===== src/rtl/multicycle_control_pkg.sv =====
// Shared constants and state encoding for the multi-cycle MIPS-subset controller.
package multicycle_control_pkg;

    // Opcode field IR[31:26]
    localparam logic [5:0] OP_RTYPE = 6'h00;
    localparam logic [5:0] OP_ADDI  = 6'h08;
    localparam logic [5:0] OP_LW    = 6'h23;
    localparam logic [5:0] OP_SW    = 6'h2B;

    // Funct field IR[5:0] for R-type
    localparam logic [5:0] FN_ADD = 6'h20;
    localparam logic [5:0] FN_SUB = 6'h22;
    localparam logic [5:0] FN_AND = 6'h24;
    localparam logic [5:0] FN_OR  = 6'h25;

    // ALU operation codes
    localparam logic [1:0] ALU_ADD = 2'b00;
    localparam logic [1:0] ALU_SUB = 2'b01;
    localparam logic [1:0] ALU_AND = 2'b10;
    localparam logic [1:0] ALU_OR  = 2'b11;

    typedef enum logic [2:0] {
        S_FETCH,
        S_DECODE,
        S_EXECUTE,
        S_MEMORY,
        S_WRITEBACK,
        S_ERROR
    } state_t;

endpackage


===== src/rtl/multicycle_control_if.sv =====
// Instruction handshake plus datapath control/status bundle of the controller.
interface multicycle_control_if #(
    parameter int COUNT_WIDTH = 32
);
    logic [31:0]            instr;
    logic                   instr_valid;
    logic                   instr_ready;
    logic                   alu_err_overflow;
    logic                   mem_err_invalid_address;
    logic                   err_clear;
    logic [4:0]             rs_addr;
    logic [4:0]             rt_addr;
    logic [4:0]             write_addr;
    logic                   reg_write;
    logic [15:0]            imm;
    logic                   alu_src_imm;
    logic [1:0]             alu_control;
    logic                   mem_read;
    logic                   mem_write;
    logic                   mem_to_reg;
    logic                   instr_done;
    logic                   err_illegal;
    logic                   err_datapath;
    logic [COUNT_WIDTH-1:0] retired_count;

    // Instruction source / datapath side
    modport master (
        output instr, instr_valid, alu_err_overflow, mem_err_invalid_address, err_clear,
        input  instr_ready, rs_addr, rt_addr, write_addr, reg_write, imm, alu_src_imm,
               alu_control, mem_read, mem_write, mem_to_reg, instr_done,
               err_illegal, err_datapath, retired_count
    );

    // Controller side
    modport slave (
        input  instr, instr_valid, alu_err_overflow, mem_err_invalid_address, err_clear,
        output instr_ready, rs_addr, rt_addr, write_addr, reg_write, imm, alu_src_imm,
               alu_control, mem_read, mem_write, mem_to_reg, instr_done,
               err_illegal, err_datapath, retired_count
    );
endinterface


===== src/rtl/multicycle_control_instr_decode.sv =====
// Combinational instruction classifier: op class, ALU op, B-source and write register.
module instr_decode
    import multicycle_control_pkg::*;
(
    input  logic [5:0] i_opcode,
    input  logic [5:0] i_funct,
    input  logic [4:0] i_rt,
    input  logic [4:0] i_rd,
    output logic       o_is_lw,
    output logic       o_is_sw,
    output logic       o_illegal,
    output logic       o_ovf_check,   // op traps on signed overflow (add/sub/addi)
    output logic       o_alu_src_imm,
    output logic [1:0] o_alu_control,
    output logic [4:0] o_write_addr
);

    // Decode opcode/funct into control classes; anything unlisted is illegal
    always_comb begin
        o_is_lw       = 1'b0;
        o_is_sw       = 1'b0;
        o_illegal     = 1'b0;
        o_ovf_check   = 1'b0;
        o_alu_src_imm = 1'b0;
        o_alu_control = ALU_ADD;
        o_write_addr  = i_rt;
        case (i_opcode)
            OP_RTYPE: begin
                o_write_addr = i_rd;
                case (i_funct)
                    FN_ADD: begin o_alu_control = ALU_ADD; o_ovf_check = 1'b1; end
                    FN_SUB: begin o_alu_control = ALU_SUB; o_ovf_check = 1'b1; end
                    FN_AND: o_alu_control = ALU_AND;
                    FN_OR:  o_alu_control = ALU_OR;
                    default: o_illegal = 1'b1;
                endcase
            end
            OP_ADDI: begin
                o_alu_src_imm = 1'b1;
                o_ovf_check   = 1'b1;
            end
            OP_LW: begin
                o_alu_src_imm = 1'b1;
                o_is_lw       = 1'b1;
            end
            OP_SW: begin
                o_alu_src_imm = 1'b1;
                o_is_sw       = 1'b1;
            end
            default: o_illegal = 1'b1;
        endcase
    end

endmodule


===== src/rtl/multicycle_control.sv =====
// Multi-cycle control FSM: FETCH/DECODE/EXECUTE/MEMORY/WRITEBACK/ERROR sequencing,
// instruction register, sticky error flags and retired-instruction counter.
module multicycle_control
    import multicycle_control_pkg::*;
#(
    parameter int COUNT_WIDTH = 32
) (
    input  logic                 clock,
    input  logic                 reset_n,
    multicycle_control_if.slave  bus
);

    state_t                 r_state;
    state_t                 w_next;
    logic [31:0]            r_ir;
    logic                   r_err_illegal;
    logic                   r_err_datapath;
    logic [COUNT_WIDTH-1:0] r_count;

    logic                   w_is_lw;
    logic                   w_is_sw;
    logic                   w_illegal;
    logic                   w_ovf_check;
    logic                   w_alu_src_imm;
    logic [1:0]             w_alu_control;
    logic [4:0]             w_write_addr;
    logic                   w_set_illegal;
    logic                   w_set_datapath;
    logic                   w_done;

    instr_decode u_decode (
        .i_opcode      (r_ir[31:26]),
        .i_funct       (r_ir[5:0]),
        .i_rt          (r_ir[20:16]),
        .i_rd          (r_ir[15:11]),
        .o_is_lw       (w_is_lw),
        .o_is_sw       (w_is_sw),
        .o_illegal     (w_illegal),
        .o_ovf_check   (w_ovf_check),
        .o_alu_src_imm (w_alu_src_imm),
        .o_alu_control (w_alu_control),
        .o_write_addr  (w_write_addr)
    );

    // Next-state selection and error-cause capture
    always_comb begin
        w_next         = r_state;
        w_set_illegal  = 1'b0;
        w_set_datapath = 1'b0;
        case (r_state)
            S_FETCH:     if (bus.instr_valid) w_next = S_DECODE;
            S_DECODE: begin
                if (w_illegal) begin
                    w_next        = S_ERROR;
                    w_set_illegal = 1'b1;
                end else begin
                    w_next = S_EXECUTE;
                end
            end
            S_EXECUTE: begin
                if (bus.alu_err_overflow && w_ovf_check) begin
                    w_next         = S_ERROR;
                    w_set_datapath = 1'b1;
                end else if (w_is_lw || w_is_sw) begin
                    w_next = S_MEMORY;
                end else begin
                    w_next = S_WRITEBACK;
                end
            end
            S_MEMORY: begin
                if (bus.mem_err_invalid_address) begin
                    w_next         = S_ERROR;
                    w_set_datapath = 1'b1;
                end else if (w_is_lw) begin
                    w_next = S_WRITEBACK;
                end else begin
                    w_next = S_FETCH;
                end
            end
            S_WRITEBACK: w_next = S_FETCH;
            S_ERROR:     if (bus.err_clear) w_next = S_FETCH;
            default:     w_next = S_FETCH;
        endcase
    end

    // State register and instruction latch on the accept edge
    always_ff @(posedge clock or negedge reset_n) begin
        if (!reset_n) begin
            r_state <= S_FETCH;
            r_ir    <= '0;
        end else begin
            r_state <= w_next;
            if (r_state == S_FETCH && bus.instr_valid) r_ir <= bus.instr;
        end
    end

    // Sticky error flags, set on entry to ERROR, cleared only by err_clear in ERROR
    always_ff @(posedge clock or negedge reset_n) begin
        if (!reset_n) begin
            r_err_illegal  <= 1'b0;
            r_err_datapath <= 1'b0;
        end else if (r_state == S_ERROR && bus.err_clear) begin
            r_err_illegal  <= 1'b0;
            r_err_datapath <= 1'b0;
        end else begin
            if (w_set_illegal)  r_err_illegal  <= 1'b1;
            if (w_set_datapath) r_err_datapath <= 1'b1;
        end
    end

    // Retired-instruction counter, wraps naturally at its width
    always_ff @(posedge clock or negedge reset_n) begin
        if (!reset_n) r_count <= '0;
        else if (w_done) r_count <= r_count + 1'b1;
    end

    // A store retires in MEMORY, but a bad address means it never retires,
    // so its done pulse is gated by the address error seen that same cycle.
    assign w_done = (r_state == S_WRITEBACK) ||
                    (r_state == S_MEMORY && w_is_sw && !bus.mem_err_invalid_address);

    // Moore control outputs decoded from state and IR
    assign bus.instr_ready   = (r_state == S_FETCH);
    assign bus.rs_addr       = r_ir[25:21];
    assign bus.rt_addr       = r_ir[20:16];
    assign bus.imm           = r_ir[15:0];
    assign bus.alu_control   = (r_state == S_FETCH) ? ALU_ADD : w_alu_control;
    assign bus.alu_src_imm   = (r_state != S_FETCH) && w_alu_src_imm;
    assign bus.mem_to_reg    = (r_state != S_FETCH) && w_is_lw;
    assign bus.reg_write     = (r_state == S_WRITEBACK);
    assign bus.write_addr    = (r_state == S_WRITEBACK) ? w_write_addr : 5'd0;
    assign bus.mem_read      = (r_state == S_MEMORY) && w_is_lw;
    assign bus.mem_write     = (r_state == S_MEMORY) && w_is_sw;
    assign bus.instr_done    = w_done;
    assign bus.err_illegal   = r_err_illegal;
    assign bus.err_datapath  = r_err_datapath;
    assign bus.retired_count = r_count;

endmodule


===== src/flat_wrapper.sv =====
// flat-port wrapper written by rule: the top's interface ports become plain ports
module multicycle_control_flat import multicycle_control_pkg::*;
#(
    parameter int COUNT_WIDTH = 32
)
  (clock, reset_n, bus_instr, bus_instr_valid, bus_alu_err_overflow, bus_mem_err_invalid_address, bus_err_clear, bus_instr_ready, bus_rs_addr, bus_rt_addr, bus_write_addr, bus_reg_write, bus_imm, bus_alu_src_imm, bus_alu_control, bus_mem_read, bus_mem_write, bus_mem_to_reg, bus_instr_done, bus_err_illegal, bus_err_datapath, bus_retired_count);
  multicycle_control_if #(.COUNT_WIDTH(COUNT_WIDTH)) bus_i ();
  input  logic clock;
  input  logic reset_n;
  input wire logic [$bits(bus_i.instr)-1:0] bus_instr;
  input wire logic [$bits(bus_i.instr_valid)-1:0] bus_instr_valid;
  input wire logic [$bits(bus_i.alu_err_overflow)-1:0] bus_alu_err_overflow;
  input wire logic [$bits(bus_i.mem_err_invalid_address)-1:0] bus_mem_err_invalid_address;
  input wire logic [$bits(bus_i.err_clear)-1:0] bus_err_clear;
  output wire logic [$bits(bus_i.instr_ready)-1:0] bus_instr_ready;
  output wire logic [$bits(bus_i.rs_addr)-1:0] bus_rs_addr;
  output wire logic [$bits(bus_i.rt_addr)-1:0] bus_rt_addr;
  output wire logic [$bits(bus_i.write_addr)-1:0] bus_write_addr;
  output wire logic [$bits(bus_i.reg_write)-1:0] bus_reg_write;
  output wire logic [$bits(bus_i.imm)-1:0] bus_imm;
  output wire logic [$bits(bus_i.alu_src_imm)-1:0] bus_alu_src_imm;
  output wire logic [$bits(bus_i.alu_control)-1:0] bus_alu_control;
  output wire logic [$bits(bus_i.mem_read)-1:0] bus_mem_read;
  output wire logic [$bits(bus_i.mem_write)-1:0] bus_mem_write;
  output wire logic [$bits(bus_i.mem_to_reg)-1:0] bus_mem_to_reg;
  output wire logic [$bits(bus_i.instr_done)-1:0] bus_instr_done;
  output wire logic [$bits(bus_i.err_illegal)-1:0] bus_err_illegal;
  output wire logic [$bits(bus_i.err_datapath)-1:0] bus_err_datapath;
  output wire logic [$bits(bus_i.retired_count)-1:0] bus_retired_count;
  assign bus_i.instr = bus_instr;
  assign bus_i.instr_valid = bus_instr_valid;
  assign bus_i.alu_err_overflow = bus_alu_err_overflow;
  assign bus_i.mem_err_invalid_address = bus_mem_err_invalid_address;
  assign bus_i.err_clear = bus_err_clear;
  assign bus_instr_ready = bus_i.instr_ready;
  assign bus_rs_addr = bus_i.rs_addr;
  assign bus_rt_addr = bus_i.rt_addr;
  assign bus_write_addr = bus_i.write_addr;
  assign bus_reg_write = bus_i.reg_write;
  assign bus_imm = bus_i.imm;
  assign bus_alu_src_imm = bus_i.alu_src_imm;
  assign bus_alu_control = bus_i.alu_control;
  assign bus_mem_read = bus_i.mem_read;
  assign bus_mem_write = bus_i.mem_write;
  assign bus_mem_to_reg = bus_i.mem_to_reg;
  assign bus_instr_done = bus_i.instr_done;
  assign bus_err_illegal = bus_i.err_illegal;
  assign bus_err_datapath = bus_i.err_datapath;
  assign bus_retired_count = bus_i.retired_count;
  multicycle_control #(.COUNT_WIDTH(COUNT_WIDTH)) u_core (.clock(clock), .reset_n(reset_n), .bus(bus_i));
endmodule

===== config.mk =====
export PLATFORM = sky130hd
export DESIGN_NAME = multicycle_control_flat
export DESIGN_NICKNAME = d
export VERILOG_FILES = /design/src/rtl/multicycle_control_pkg.sv /design/src/rtl/multicycle_control_if.sv /design/src/rtl/multicycle_control_instr_decode.sv /design/src/rtl/multicycle_control.sv /design/src/flat_wrapper.sv
export SDC_FILE = /design/constraint.sdc
export NUM_CORES = 1
export LEC_CHECK = 0
export ABC_AREA = 1
export ABC_CLOCK_PERIOD_IN_PS = 1790
export BUFFER_PORTS_ARGS = -buffer_cell sky130_fd_sc_hd__buf_2
export CAP_MARGIN = 10
export CORE_ASPECT_RATIO = 0.6
export CORE_MARGIN = 8
export CORE_UTILIZATION = 25
export DETAILED_ROUTE_END_ITERATION = 7
export PLACE_DENSITY = 0.41
export RECOVER_POWER = 50
export SETUP_SLACK_MARGIN = 0.2
export SLEW_MARGIN = 15
export SYNTH_ARGS = -nofsm -noshare
export SYNTH_HDL_FRONTEND = slang
export SYNTH_SLANG_ARGS = --single-unit

===== constraint.sdc =====
create_clock -name clock -period 1.79 [get_ports clock]
set_input_delay 0 -clock clock [delete_from_list [all_inputs] [get_ports clock]]
set_output_delay 0 -clock clock [all_outputs]
set_load 0.02 [all_outputs]

Word level (Yosys, flattened, before mapping)
Index checks and enable logic that the tools add are counted.
{"block": "word_totals", "word_cells": 69, "out_inout_bits": 74, "reg_bits": 69, "in_bits": 38}
{"block": "op_classes", "mux": 29, "n_reduce_logical": 20, "n_eq_ne": 14, "add_sub_neg": 1}
{"cell": "$eq A6 B6 Y1 const B", "n": 6}
{"cell": "$add A32 B1 Y32 const B", "n": 1}
{"cell": "$mux W3", "n": 7}
{"cell": "$pmux W3 S5", "n": 1}
{"cell": "$mux W1", "n": 13}
{"cell": "$mux W5", "n": 2}
{"cell": "$logic_and A1 B1 Y1", "n": 8}
{"cell": "$eq A3 B2 Y1 const B", "n": 2}
{"cell": "$eq A3 B3 Y1 const B", "n": 2}
{"cell": "$eq A6 B4 Y1 const B", "n": 1}
{"cell": "$logic_not A6 Y1", "n": 1}
{"cell": "$pmux W1 S2", "n": 3}
{"cell": "$pmux W2 S3", "n": 1}
{"cell": "$mux W2", "n": 2}
{"cell": "$ne A2 B2 Y1 const B", "n": 2}
{"cell": "$reduce_bool A2 Y1", "n": 2}
{"cell": "$reduce_or A4 Y1", "n": 1}
{"cell": "$eq A3 B1 Y1 const B", "n": 1}
{"cell": "$logic_not A3 Y1", "n": 1}
{"cell": "$reduce_bool A3 Y1", "n": 1}
{"cell": "$reduce_or A3 Y1", "n": 1}
{"cell": "$logic_or A1 B1 Y1", "n": 2}
{"cell": "$reduce_and A2 Y1", "n": 1}
{"cell": "$reduce_or A2 Y1", "n": 1}
{"cell": "$logic_not A1 Y1", "n": 1}

Longest topological paths before layout
Gate-level depths: netlist of the first run.
{"block": "logic_depth", "depth_word": 9, "ltp_mapped": 10, "mapped_depth_nobuf": 10}

Cells and area by module
A second synthesis of the first run with hierarchy kept.
{"block": "hier_totals", "cells_unflattened": 448, "hier_area_um2": 3971.3}
{"module": "multicycle_control", "instances": 1, "area_per_inst_um2": 3727.3, "cells_each": 396, "seq_area_each_um2": 1726.7}
{"module": "instr_decode", "instances": 1, "area_per_inst_um2": 244.0, "cells_each": 52, "seq_area_each_um2": 0.0}

Worst setup path before layout of the first run
OpenSTA, ideal clock, no wires.
{"block": "synth_timing", "path_kind": "register -> register", "from": "register u_core.r_count[0] (netlist: u_core.bus.retired_count[0])", "to": "register u_core.r_count[14] (netlist: u_core.bus.retired_count[14])", "required_time_ns": 1.660, "stages_incl_launch_ff": 10, "setup_ns": 0.130, "setup_slack_ns": 0.211, "t_arrival_ns": 1.449, "path_buffers": 0, "period_less_slack_ns": 1.579, "cell_sequence": "dfrtp_1 > ha_1 > nand3_1 > inv_1 > nand2_1 > inv_2 > nand2_1 > nor2_2 > nand2_1 > xnor2_1"}
{"block": "synth_via", "elab_chain_cells": 1}
{"item": "from (decl)", "line": "multicycle_control.sv:18", "text": "logic [COUNT_WIDTH-1:0] r_count;"}
{"item": "from (signal assigned)", "line": "multicycle_control.sv:114", "text": "else if (w_done) r_count <= r_count + 1'b1;"}
{"item": "$add A32 B1 Y32", "line": "multicycle_control.sv:114"}
No other way between the ends.
A chain may end at the register's enable or synchronous reset.

Final worst setup path of the first run
{"block": "layout_timing", "from": "register u_core.r_ir[30]", "to": "output bus_write_addr[1]"}
{"block": "layout_via", "elab_chain_cells": 3}
{"item": "from (decl)", "line": "multicycle_control.sv:15", "text": "logic [31:0] r_ir;"}
{"item": "from (signal assigned)", "line": "multicycle_control.sv:93", "text": "if (r_state == S_FETCH && bus.instr_valid) r_ir <= bus.instr;"}
{"item": "$logic_not A6 Y1", "line": "multicycle_control_instr_decode.sv:27", "text": "case (i_opcode)"}
{"item": "$mux W5", "line": "multicycle_control_instr_decode.sv:27"}
{"item": "$mux W5", "line": "multicycle_control.sv:131", "text": "assign bus.write_addr = (r_state == S_WRITEBACK) ? w_write_addr : 5'd0;"}
{"item": "to (decl)", "line": "flat_wrapper.sv:18", "text": "output wire logic [$bits(bus_i.write_addr)-1:0] bus_write_addr;"}
No other way between the ends.

==> results of run 1 <==
[worst max path at each step]
stage / from / to / cells after the start
after floorplan: u_core.bus.retired_count[0]$_DFFE_PN0P_ / u_core.bus.retired_count[14]$_DFFE_PN0P_ / 9
after global placement: u_core.bus.retired_count[0]$_DFFE_PN0P_ / u_core.bus.retired_count[14]$_DFFE_PN0P_ / 9
after detailed placement: u_core.bus.retired_count[0]$_DFFE_PN0P_ / u_core.bus.retired_count[14]$_DFFE_PN0P_ / 9
after CTS: u_core.r_ir[27]$_DFFE_PN0P_ / bus_write_addr[1] / 7
after global routing: u_core.r_ir[30]$_DFFE_PN0P_ / bus_write_addr[3] / 7
final: u_core.r_ir[30]$_DFFE_PN0P_ / bus_write_addr[1] / 7
[registers in the layout, summed over array words and instances (netlist names)]
register,flops
u_core.bus.err_datapath,1
u_core.bus.err_illegal,1
u_core.bus.retired_count,32
u_core.r_ir,32
u_core.r_state,3
[cells in the final DEF (no fill, tap or decap), types with 4 or more instances in the layout]
cell type,instances
nand4_1,8
clkbuf_1,38
nand2_1,148
buf_2,65
dlygate4sd3_1,35
nand3_1,23
nor3_4,4
nor2_4,4
dfrtp_2,8
xor2_1,8
buf_6,6
inv_1,39
xnor2_1,5
clkbuf_16,11
nand3b_1,5
inv_2,7
mux2_4,8
nor3_1,8
nor2_2,15
buf_4,24
mux2_2,18
nor2_1,55
nand2_2,9
dfrtp_1,61
a21oi_1,8
o21ai_0,9
nor3_2,4
[worst register-to-register path: cells and delay by family, from the launching register on]
family / cells / cell delay [ns]
DFF: 1 / 0.37
buffers and inverters: 4 / 0.42
xor gates and xnor gates: 1 / 0.12
and+or+nand+nor: 5 / 0.55
[report_power, final]
part,switching (mW),internal (mW)
logic,1.89,1.28
clock network,0.678,1.25
registers,0.439,2.06
total,3.01,4.59
[timing repair]
action | in CTS | in global routing
gates cloned | 1 | 2
setup endpoints to repair | 22 | 61
endpoints found under the hold margin | 105 | 0
buffers inserted | 5 | 8
pin swaps | 7 | 14
gates resized for setup | 27 | 54
hold buffers | 35 | 0
[routing by layer]
layer  share of wire (%)  global-route usage (%)
met5                   0                       0
met4                0.94                    3.15
met3                 6.6                    3.29
met2                  41                    18.5
met1                  51                    19.0
[logic make-up (layout without fill, tap and decap cells)]
group                      after synthesis  count (layout)  share of synthesized area (%)
and+or+nand+nor                        287             287                           30.3
AOI/OAI and AO/OA                       25              25                           3.30
muxes                                   26              26                           8.19
DFF                                     69              69                           43.8
adders and majority gates                1               1                          0.317
buffers and inverters                   83             237                           11.2
xor gates and xnor gates                13              13                           2.89
[area by class of cell]
class / count / area share, %
inverter: 48 / 3.33
timing repair buffer: 174 / 21.4
tap: 203 / 4.51
sequential: 69 / 30.8
clock buffer: 11 / 4.31
multi-input combinational: 352 / 34.3
clock inverter: 4 / 1.29
[metrics by stage]
stage / total power, mW / hold WS [ns] / std cells / util (%) / worst slack, ns
after global placement: 5.22 / 0.0650 / 795 / 30.1 / 0.159
after global routing: 8.06 / 0.0355 / 861 / 36.6 / 0.0798
after detailed placement: 5.25 / 0.0672 / 795 / 30.1 / 0.130
after floorplan: 4.70 / -0.296 / 504 / - / 0.211
after CTS: 7.49 / 0.00737 / 851 / 35.3 / 0.139
final: 7.60 / 0.0245 / 861 / 36.6 / 0.182
==> results.tsv, run 1 <==
metric	value	unit
grt_pass1_vias	3763	
fin_worst_skew	0.00658	ns
hp-class	input pin to flop	
ys_seq_elements	69	
n_fill_cell	1585	
maxSlewViolCount	0	
via_per_inst	4.42	
drc	0	
hold_end	u_core.bus.err_datapath$_DFFE_PN0P_	
report.final.hold_viol_count	0	
max-slew-margin-rel	33.2	%
placedInstanceArea	4620	sq um
crit_family	simple AND/OR/NAND/NOR gates	
slowest_delay	0.41	ns
required	1.79	ns
synth_edf_count	0	
synth_nets	543	
gr-total-overflow	0	
syn2layout_area_growth	42.8	%
critPathKind	flop to output port	
gp_congestion	0.852	
drive_gt1_share	30.5	%
grt_pass1_wl	20600	microns
ff2ff_path_depth	10	
yosys-top-cells-area	dfrtp_1 44%, nand2_1 15%, nor2_1 6.8%	
hpwl	9690	microns
syn_area	3940	sq um
crit_chain	nor2_2 -> nand2_2 -> nor2_4 -> buf_6 -> o21ai_1 -> nor2_1 -> buf_4	
vias	3809	
tns	0	ns
drtIter0Drc	284	
root_buffer	clkbuf_16	
min_path_cells	3	
cts_buffers	9	
synth_top_area_share	43.8	%
min_from	bus_alu_err_overflow	
synth_cell_types	26	
rsz0062_at_grt	true	
r2r-start	u_core.r_ir[31]$_DFFE_PN0P_	
yosysTopAreaCell	dfrtp_1	
antenna_found_initial	0	
insertion_delay	0.33	ns
core-area	15400	sq um
cts.sinks	69	
async_reset_ff_share	100	%
wl_per_cell	15.6	microns
syn_inst	504	
initial_core_util	25.7	%
diodes	0	
grtUsageTotal	13.0	%
cts_buffer_depth	2	
synth.avg_cell_area	7.82	sq um
synth_warnings	0	
yosysSeqAreaShare	43.8	%
grt_max_degree	70	
peakVddDrop	523	uV
arrival	1.61	ns
crit_path_start_kind	flop	
end_kind	output port	
crit_slowest_cell	dfrtp_1	
status	complete, no violations	
setup_violations	0	
h-tree-depth	3	
fin_area	5630	sq um
regArea	1740	sq um
reg2reg_to	u_core.bus.retired_count[8]$_DFFE_PN0P_	
dr.pass1.iters	5	
yosysMostFrequentCell	nand2_1	
powerDensity	1350	nW/um^2
fp.dieW	178	microns
clkTransAtPathRegs	0.05	ns
path_buf_inv	2	
cp_max_fo	6	
die_y	113	microns
finalCriticalPeriod	1.61	ns
maxCapViolations	0	
leakage	2.67	nW
row_count	35	
wirelength	13400	microns
cts_tree	done	
io_pins	112	
die-area	20200	sq um
r2r_setup_slack	0.23	ns
clock.fmax	622	MHz
dominantRegCellSynth	dfrtp_1	
final_nets	693	
multi_input_comb_area	1930	sq um
synth_commonest_cells	155 x nand2_1, 71 x nor2_1, 69 x dfrtp_1	
worst_slew_pin_slew	1.00	ns
period_share	89.8	%
ant_nets	0	
port_buffers	111	
No activity file was read; power rests on OpenSTA's default activity.
==> inputs of run 2 (changes only) <==
--- a/config.mk
+++ b/config.mk
@@ -10,7 +10,6 @@
 export BUFFER_PORTS_ARGS = -buffer_cell sky130_fd_sc_hd__buf_2
 export CAP_MARGIN = 10
 export CORE_ASPECT_RATIO = 0.6
-export CORE_MARGIN = 8
 export CORE_UTILIZATION = 25
 export DETAILED_ROUTE_END_ITERATION = 7
 export PLACE_DENSITY = 0.41
@@ -19,4 +18,5 @@
 export SLEW_MARGIN = 15
 export SYNTH_ARGS = -nofsm -noshare
 export SYNTH_HDL_FRONTEND = slang
+export SYNTH_HIERARCHICAL = 1
 export SYNTH_SLANG_ARGS = --single-unit
==> results.tsv, run 2 <==
metric	value	unit	change
status	complete, no violations		
grtUsageTotal	14.7	%	+1.7 points
syn_inst	448		-11%
cts_buffer_depth	2		unchanged
fp.dieW	165	microns	-7.5%
drtIter0Drc	156		-45%
wirelength	12000	microns	-11%
yosysSeqAreaShare	43.5	%	-0.30 points
io_pins	112		unchanged
startpoint	u_core/bus.retired_count[4]$_DFFE_PN0P_		
syn2layout_area_growth	55.9	%	
clkTransAtPathRegs	0.06	ns	about the same
setup_violations	0		unchanged
reg2reg_to	u_core/bus.retired_count[26]$_DFFE_PN0P_		
peakVddDrop	657	uV	+26%
async_reset_ff_share	100	%	unchanged
worst_slew_pin_slew	1.01	ns	+0.00566 ns
period_share	96.4	%	+6.6 points
port_buffers	111		unchanged
hpwl	7760	microns	-20%
ff2ff_path_depth	9		-1
gr-total-overflow	0		unchanged
synth_cell_types	30		+15%
ys_seq_elements	69		unchanged
crit_path_start_kind	flop		
fin_worst_skew	0.00619	ns	-0.000390 ns
grt_pass1_vias	3360		-11%
drc	0		unchanged
cts_tree	done		
wl_per_cell	14.7	microns	-5.6%
ant_nets	0		unchanged
dominantRegCellSynth	dfrtp_1		
fin_area	6190	sq um	+9.9%
synth_edf_count	0		unchanged
vias	3513		-7.8%
max-slew-margin-rel	32.8	%	-0.38 points
drive_gt1_share	42.3	%	+12 points
final_util	40.2	%	+3.5 points
maxCapViolations	0		unchanged
yosysMostFrequentCell	nand2_1		
r2r_setup_slack	0.06	ns	-0.17 ns
root_buffer	clkbuf_16		
row_count	35		unchanged
required	2.01	ns	+0.22 ns
gp_congestion	0.781		-8.3%
final_cell_mix	89 x nand2_1, 66 x buf_2, 65 x dfrtp_1		
finalCriticalPeriod	1.73	ns	+0.118 ns
dr.pass1.iters	4		-1
die-area	16400	sq um	-19%
leakage	2.96	nW	+11%
finalPower	8.98	mW	+18%
setup_ws	0.0640	ns	-0.118 ns
final_common_cell	nand2_1		
tns	0	ns	unchanged
grt_max_degree	70		unchanged
cts.sinks	69		unchanged
placedInstanceArea	4630	sq um	+0.14%
final_nets	647		-6.6%
diodes	0		unchanged
syn_area	3970	sq um	+0.70%
synth_commonest_cells	103 x nand2_1, 69 x dfrtp_1, 50 x nor2_1		
yosys-top-cells-area	dfrtp_1 43%, mux2_4 11%, nand2_1 9.7%		
synth_nets	487		-10%
rsz0062_at_grt	true		
via_per_inst	4.31		-2.7%
antenna_found_initial	0		unchanged
h-tree-depth	3		unchanged
synth_top_area_share	43.5	%	-0.30 points
maxSlewViolCount	0		unchanged
critPathKind	flop to flop		
cts_buffers	9		unchanged
cp_max_fo	4		-2
clock.fmax	579	MHz	-6.8%
cp-endpoint	u_core/bus.retired_count[26]$_DFFE_PN0P_		
end_kind	flop		
post-place-ws	0.126	ns	-0.00344 ns
insertion_delay	0.33	ns	about the same
report.final.hold_viol_count	0		unchanged
synth_warnings	6		+6
die_y	99.6	microns	-12%
grt_pass1_wl	18300	microns	-11%
hp-class	input pin to flop		
synth.avg_cell_area	8.86	sq um	+13%
powerDensity	1450	nW/um^2	+7.5%
r2r-start	u_core/bus.retired_count[4]$_DFFE_PN0P_		
core-area	15400	sq um	+0.28%
yosysTopAreaCell	dfrtp_1		
initial_core_util	25.8	%	+0.11 points
arrival	1.94	ns	+0.33 ns
## run 2: cell count changes in the layout (fill, tap and decap cells not counted), sizes merged, moves of 5 or more
cell,before,now
o21ai,15,6
xnor2,5,13
inv,48,53
nand3,24,36
nor2,74,66
mux2,26,32
nand2,158,108
nor3,16,3
nand4,8,14
a21oi,8,0
buf,99,110
## run 2: cell type report
| class | count | area [sq um] |
|---|---|---|
| clock inverter | 5 | 81.3 |
| inverter | 53 | 211 |
| timing repair buffer | 183 | 1440 |
| fill | 1567 | 9220 |
| tap | 203 | 254 |
| sequential | 69 | 1730 |
| clock buffer | 11 | 253 |
| multi-input combinational | 292 | 2220 |
## run 2: per-layer routing
| layer | track usage [%] | vias to the layer above | wire [microns] |
|---|---|---|---|
| met1 | 22.3 | 1702 | 6060 |
| met5 | 0 | - | 0 |
| met4 | 3.74 | 0 | 106 |
| li1 | - | 1718 | - |
| met2 | 20.2 | 82 | 5230 |
| met3 | 3.63 | 11 | 634 |
## run 2: kinds of logic after synthesis
group | Yosys count | synth area share, %
fa+ha+maj | 1 | 0.315
mux | 32 | 11.9
simple gates | 230 | 26.6
buf+inv | 87 | 12.1
compound gates | 10 | 1.48
xor+xnor | 19 | 4.19
flops | 69 | 43.5
## run 2: worst max-delay path, cell delays in order (launching register included)
cell,delay (ns)
dfrtp_1,0.45
nand2_1,0.12
inv_1,0.12
nand2_1,0.07
nor2_2,0.22
nand2_1,0.17
nor2_1,0.25
nand3_2,0.08
nand2_1,0.07
nand2_1,0.06
## run 2: worst min-delay path by stage
stage | from | to | slack (ns) | depth (start not counted)
after global placement | reset_n | u_core/r_ir[9]$_DFFE_PN0P_ | 0.07 | 2
final | bus_alu_err_overflow | u_core/r_state[1]$_DFFE_PN0P_ | 0.07 | 4
after floorplan | reset_n | u_core/bus.err_datapath$_DFFE_PN0P_ | -0.30 | 0
after detailed placement | reset_n | u_core/r_ir[8]$_DFFE_PN0P_ | 0.06 | 2
after global routing | bus_alu_err_overflow | u_core/r_state[1]$_DFFE_PN0P_ | 0.14 | 4
after CTS | bus_alu_err_overflow | u_core/r_state[1]$_DFFE_PN0P_ | 0.07 | 4
## run 2: per-stage QoR
step,std cells,hold WS (ns)
finish,816,0.0750
global route,816,0.135
CTS,804,0.0677
detailed placement,739,0.0586
global placement,739,0.0678
floorplan,448,-0.296
## run 2: report_power, final
part / switching (mW) / internal [mW]
Sequential: 0.473 / 2.06
Combinational: 2.29 / 2.14
Clock: 0.715 / 1.30
## run 2: what timing repair did
| action | CTS | global route |
|---|---|---|
| hold buffers | 36 | 0 |
| buffers inserted | 9 | 9 |
| setup endpoints to repair | 40 | 72 |
| hold endpoints to repair | 103 | 0 |
| resized for setup | 39 | 105 |
| pin swaps | 16 | 57 |
| gates cloned | 4 | 3 |
==> inputs of run 3 (changes only) <==
--- a/config.mk
+++ b/config.mk
@@ -10,11 +10,12 @@
 export BUFFER_PORTS_ARGS = -buffer_cell sky130_fd_sc_hd__buf_2
 export CAP_MARGIN = 10
 export CORE_ASPECT_RATIO = 0.6
-export CORE_UTILIZATION = 25
+export CORE_UTILIZATION = 40
 export DETAILED_ROUTE_END_ITERATION = 7
-export PLACE_DENSITY = 0.41
+export GPL_ROUTABILITY_DRIVEN = 0
+export PLACE_DENSITY = 0.61
 export RECOVER_POWER = 50
-export SETUP_SLACK_MARGIN = 0.2
+export SETUP_SLACK_MARGIN = 0.3
 export SLEW_MARGIN = 15
 export SYNTH_ARGS = -nofsm -noshare
 export SYNTH_HDL_FRONTEND = slang
==> results.tsv, run 3 (synthesis gave the netlist of run 2 again) <==
metric	value	unit	change
antenna_found_initial	0		unchanged
maxSlewViolCount	0		unchanged
port_buffers	111		unchanged
finalPower	8.66	mW	-3.5%
multi_input_comb_area	2120	sq um	-4.7%
r2r_setup_slack	0.07	ns	about the same
dr.pass1.iters	5		+1
required	2.01	ns	about the same
cp_max_fo	4		unchanged
fp.dieW	131	microns	-21%
core-area	9390	sq um	-39%
clock.fmax	580	MHz	+0.11%
report.final.hold_viol_count	0		unchanged
maxCapViolations	0		unchanged
cts_buffer_depth	2		unchanged
vias	3613		+2.8%
root_buffer	clkbuf_16		
initial_core_util	42.3	%	+17 points
wirelength	11700	microns	-2.8%
wl_per_cell	15.7	microns	+6.7%
powerDensity	1460	nW/um^2	+0.62%
tns	0	ns	unchanged
grtUsageTotal	23.0	%	+8.4 points
period_share	96.3	%	-0.11 points
finalCriticalPeriod	1.72	ns	-0.00193 ns
drc	0		unchanged
max-slew-margin-rel	42.3	%	+9.5 points
final_nets	648		+0.15%
final_common_cell	nand2_1		
syn2layout_area_growth	49.5	%	
final_util	63.2	%	+23 points
io_pins	112		unchanged
cts_buffers	9		unchanged
ant_nets	0		unchanged
n_fill_cell	817		-48%
h-tree-depth	3		unchanged
cp-endpoint	u_core/bus.retired_count[26]$_DFFE_PN0P_		
r2r-start	u_core/bus.retired_count[1]$_DFFE_PN0P_		
worst_slew_pin_slew	0.866	ns	-0.142 ns
final_cell_mix	91 x nand2_1, 67 x dfrtp_1, 62 x buf_2		
clkTransAtPathRegs	0.06	ns	about the same
startpoint	u_core/bus.retired_count[1]$_DFFE_PN0P_		
row_count	27		-23%
ff2ff_path_depth	8		-1
fin_cells	744		-8.8%
status	complete, no violations		
grt_max_degree	29		-59%
fin_worst_skew	0.00552	ns	-0.000664 ns
grt_pass1_wl	17800	microns	-2.8%
gr-total-overflow	0		unchanged
setup_violations	0		unchanged
hp-class	input pin to flop		
numPlacedInstances	663		-10%
die_y	79.2	microns	-21%
hpwl	7260	microns	-6.4%
diodes	0		unchanged
end_kind	flop		
drtIter0Drc	267		+71%
reg2reg_to	u_core/bus.retired_count[26]$_DFFE_PN0P_		
rsz0062_at_grt	true		
hold_ws	0.0372	ns	-0.0377 ns
die-area	10300	sq um	-37%
critPathKind	flop to flop		
cts_tree	done		
drive_gt1_share	39.3	%	-3.0 points
arrival	1.94	ns	about the same
regArea	1730	sq um	-0.14%
crit_path_start_kind	flop		
via_per_inst	4.86		+13%
cts.sinks	69		unchanged
insertion_delay	0.33	ns	about the same
peakVddDrop	756	uV	+15%
grt_pass1_vias	3467		+3.2%
leakage	2.87	nW	-3.1%
==> run 3: cell count changes in the layout (fill, tap and decap cells not counted), moves of 4 or more <==
cell / previous run / this run
nor2_1: 32 / 38
nor2_4: 22 / 16
buf_2: 66 / 62
xnor2_1: 4 / 9
xnor2_2: 9 / 4
clkbuf_1: 33 / 38
buf_4: 17 / 25
buf_6: 17 / 9
==> run 3: worst max-delay path, stage by stage (launching register included) <==
cell	delay, ns
dfrtp_1	0.47
ha_4	0.20
nand3_1	0.10
nor2_1	0.19
nand2_1	0.15
nor2_1	0.27
nand3_2	0.10
nand2_1	0.08
nand2_1	0.06
==> run 3: final cells by class <==
class                   instances  share of cell area (%)
well taps                     130                    2.74
clock inverters                 7                    1.52
multi-input cells             292                    35.6
clock buffers                   9                    3.79
repair buffers                184                    23.7
inverters                      53                    3.52
flip-flops and latches         69                    29.1
==> run 3: worst min-delay path by stage <==
stage                               start                                  end  slack [ns]  cells after the start
after floorplan                   reset_n  u_core/bus.err_datapath$_DFFE_PN0P_       -0.30                      0
after global placement            reset_n           u_core/r_ir[9]$_DFFE_PN0P_       -0.07                      1
after detailed placement          reset_n           u_core/r_ir[9]$_DFFE_PN0P_       -0.06                      1
after CTS                 bus_instr_valid        u_core/r_state[0]$_DFFE_PN0P_        0.03                      3
after global routing      bus_instr_valid        u_core/r_state[0]$_DFFE_PN0P_        0.04                      3
final                     bus_instr_valid        u_core/r_state[0]$_DFFE_PN0P_        0.04                      3
==> run 3: timing repair <==
item                                    4_1_cts  5_1_grt
cloned                                        5        0
setup buffers                                20        5
endpoints found under the hold margin        74        0
resized for setup                            63       49
endpoints found under the setup margin       70       74
pin swaps                                    25       40
hold buffers                                 35        0
==> run 3: routing by layer <==
metal | part of all wire [%] | track usage [%] | up-vias | routed length [microns]
li1 | - | - | 1718 | -
met1 | 48 | 32.4 | 1750 | 5560
met2 | 45 | 34.2 | 138 | 5300
met3 | 6.5 | 6.74 | 7 | 759
met4 | 0.64 | 6.09 | 0 | 75
met5 | 0 | 0 | - | 0
==> run 3: metrics by stage <==
stage | cell area (sq um) | setup WS [ns]
floorplan | 3980 | 0.328
global placement | 4520 | 0.170
detailed placement | 4520 | 0.0786
CTS | 5720 | 0.131
global route | 5940 | 0.00934
finish | 5940 | 0.0660
==> run 3: where the power goes <==
part / leakage (nW) / internal, mW / total (mW) / switching, mW
registers: 0.853 / 2.06 / 2.52 / 0.467
clock network: 0.151 / 1.21 / 1.89 / 0.676
logic: 1.86 / 2.06 / 4.25 / 2.19
total: 2.87 / 5.33 / 8.66 / 3.33
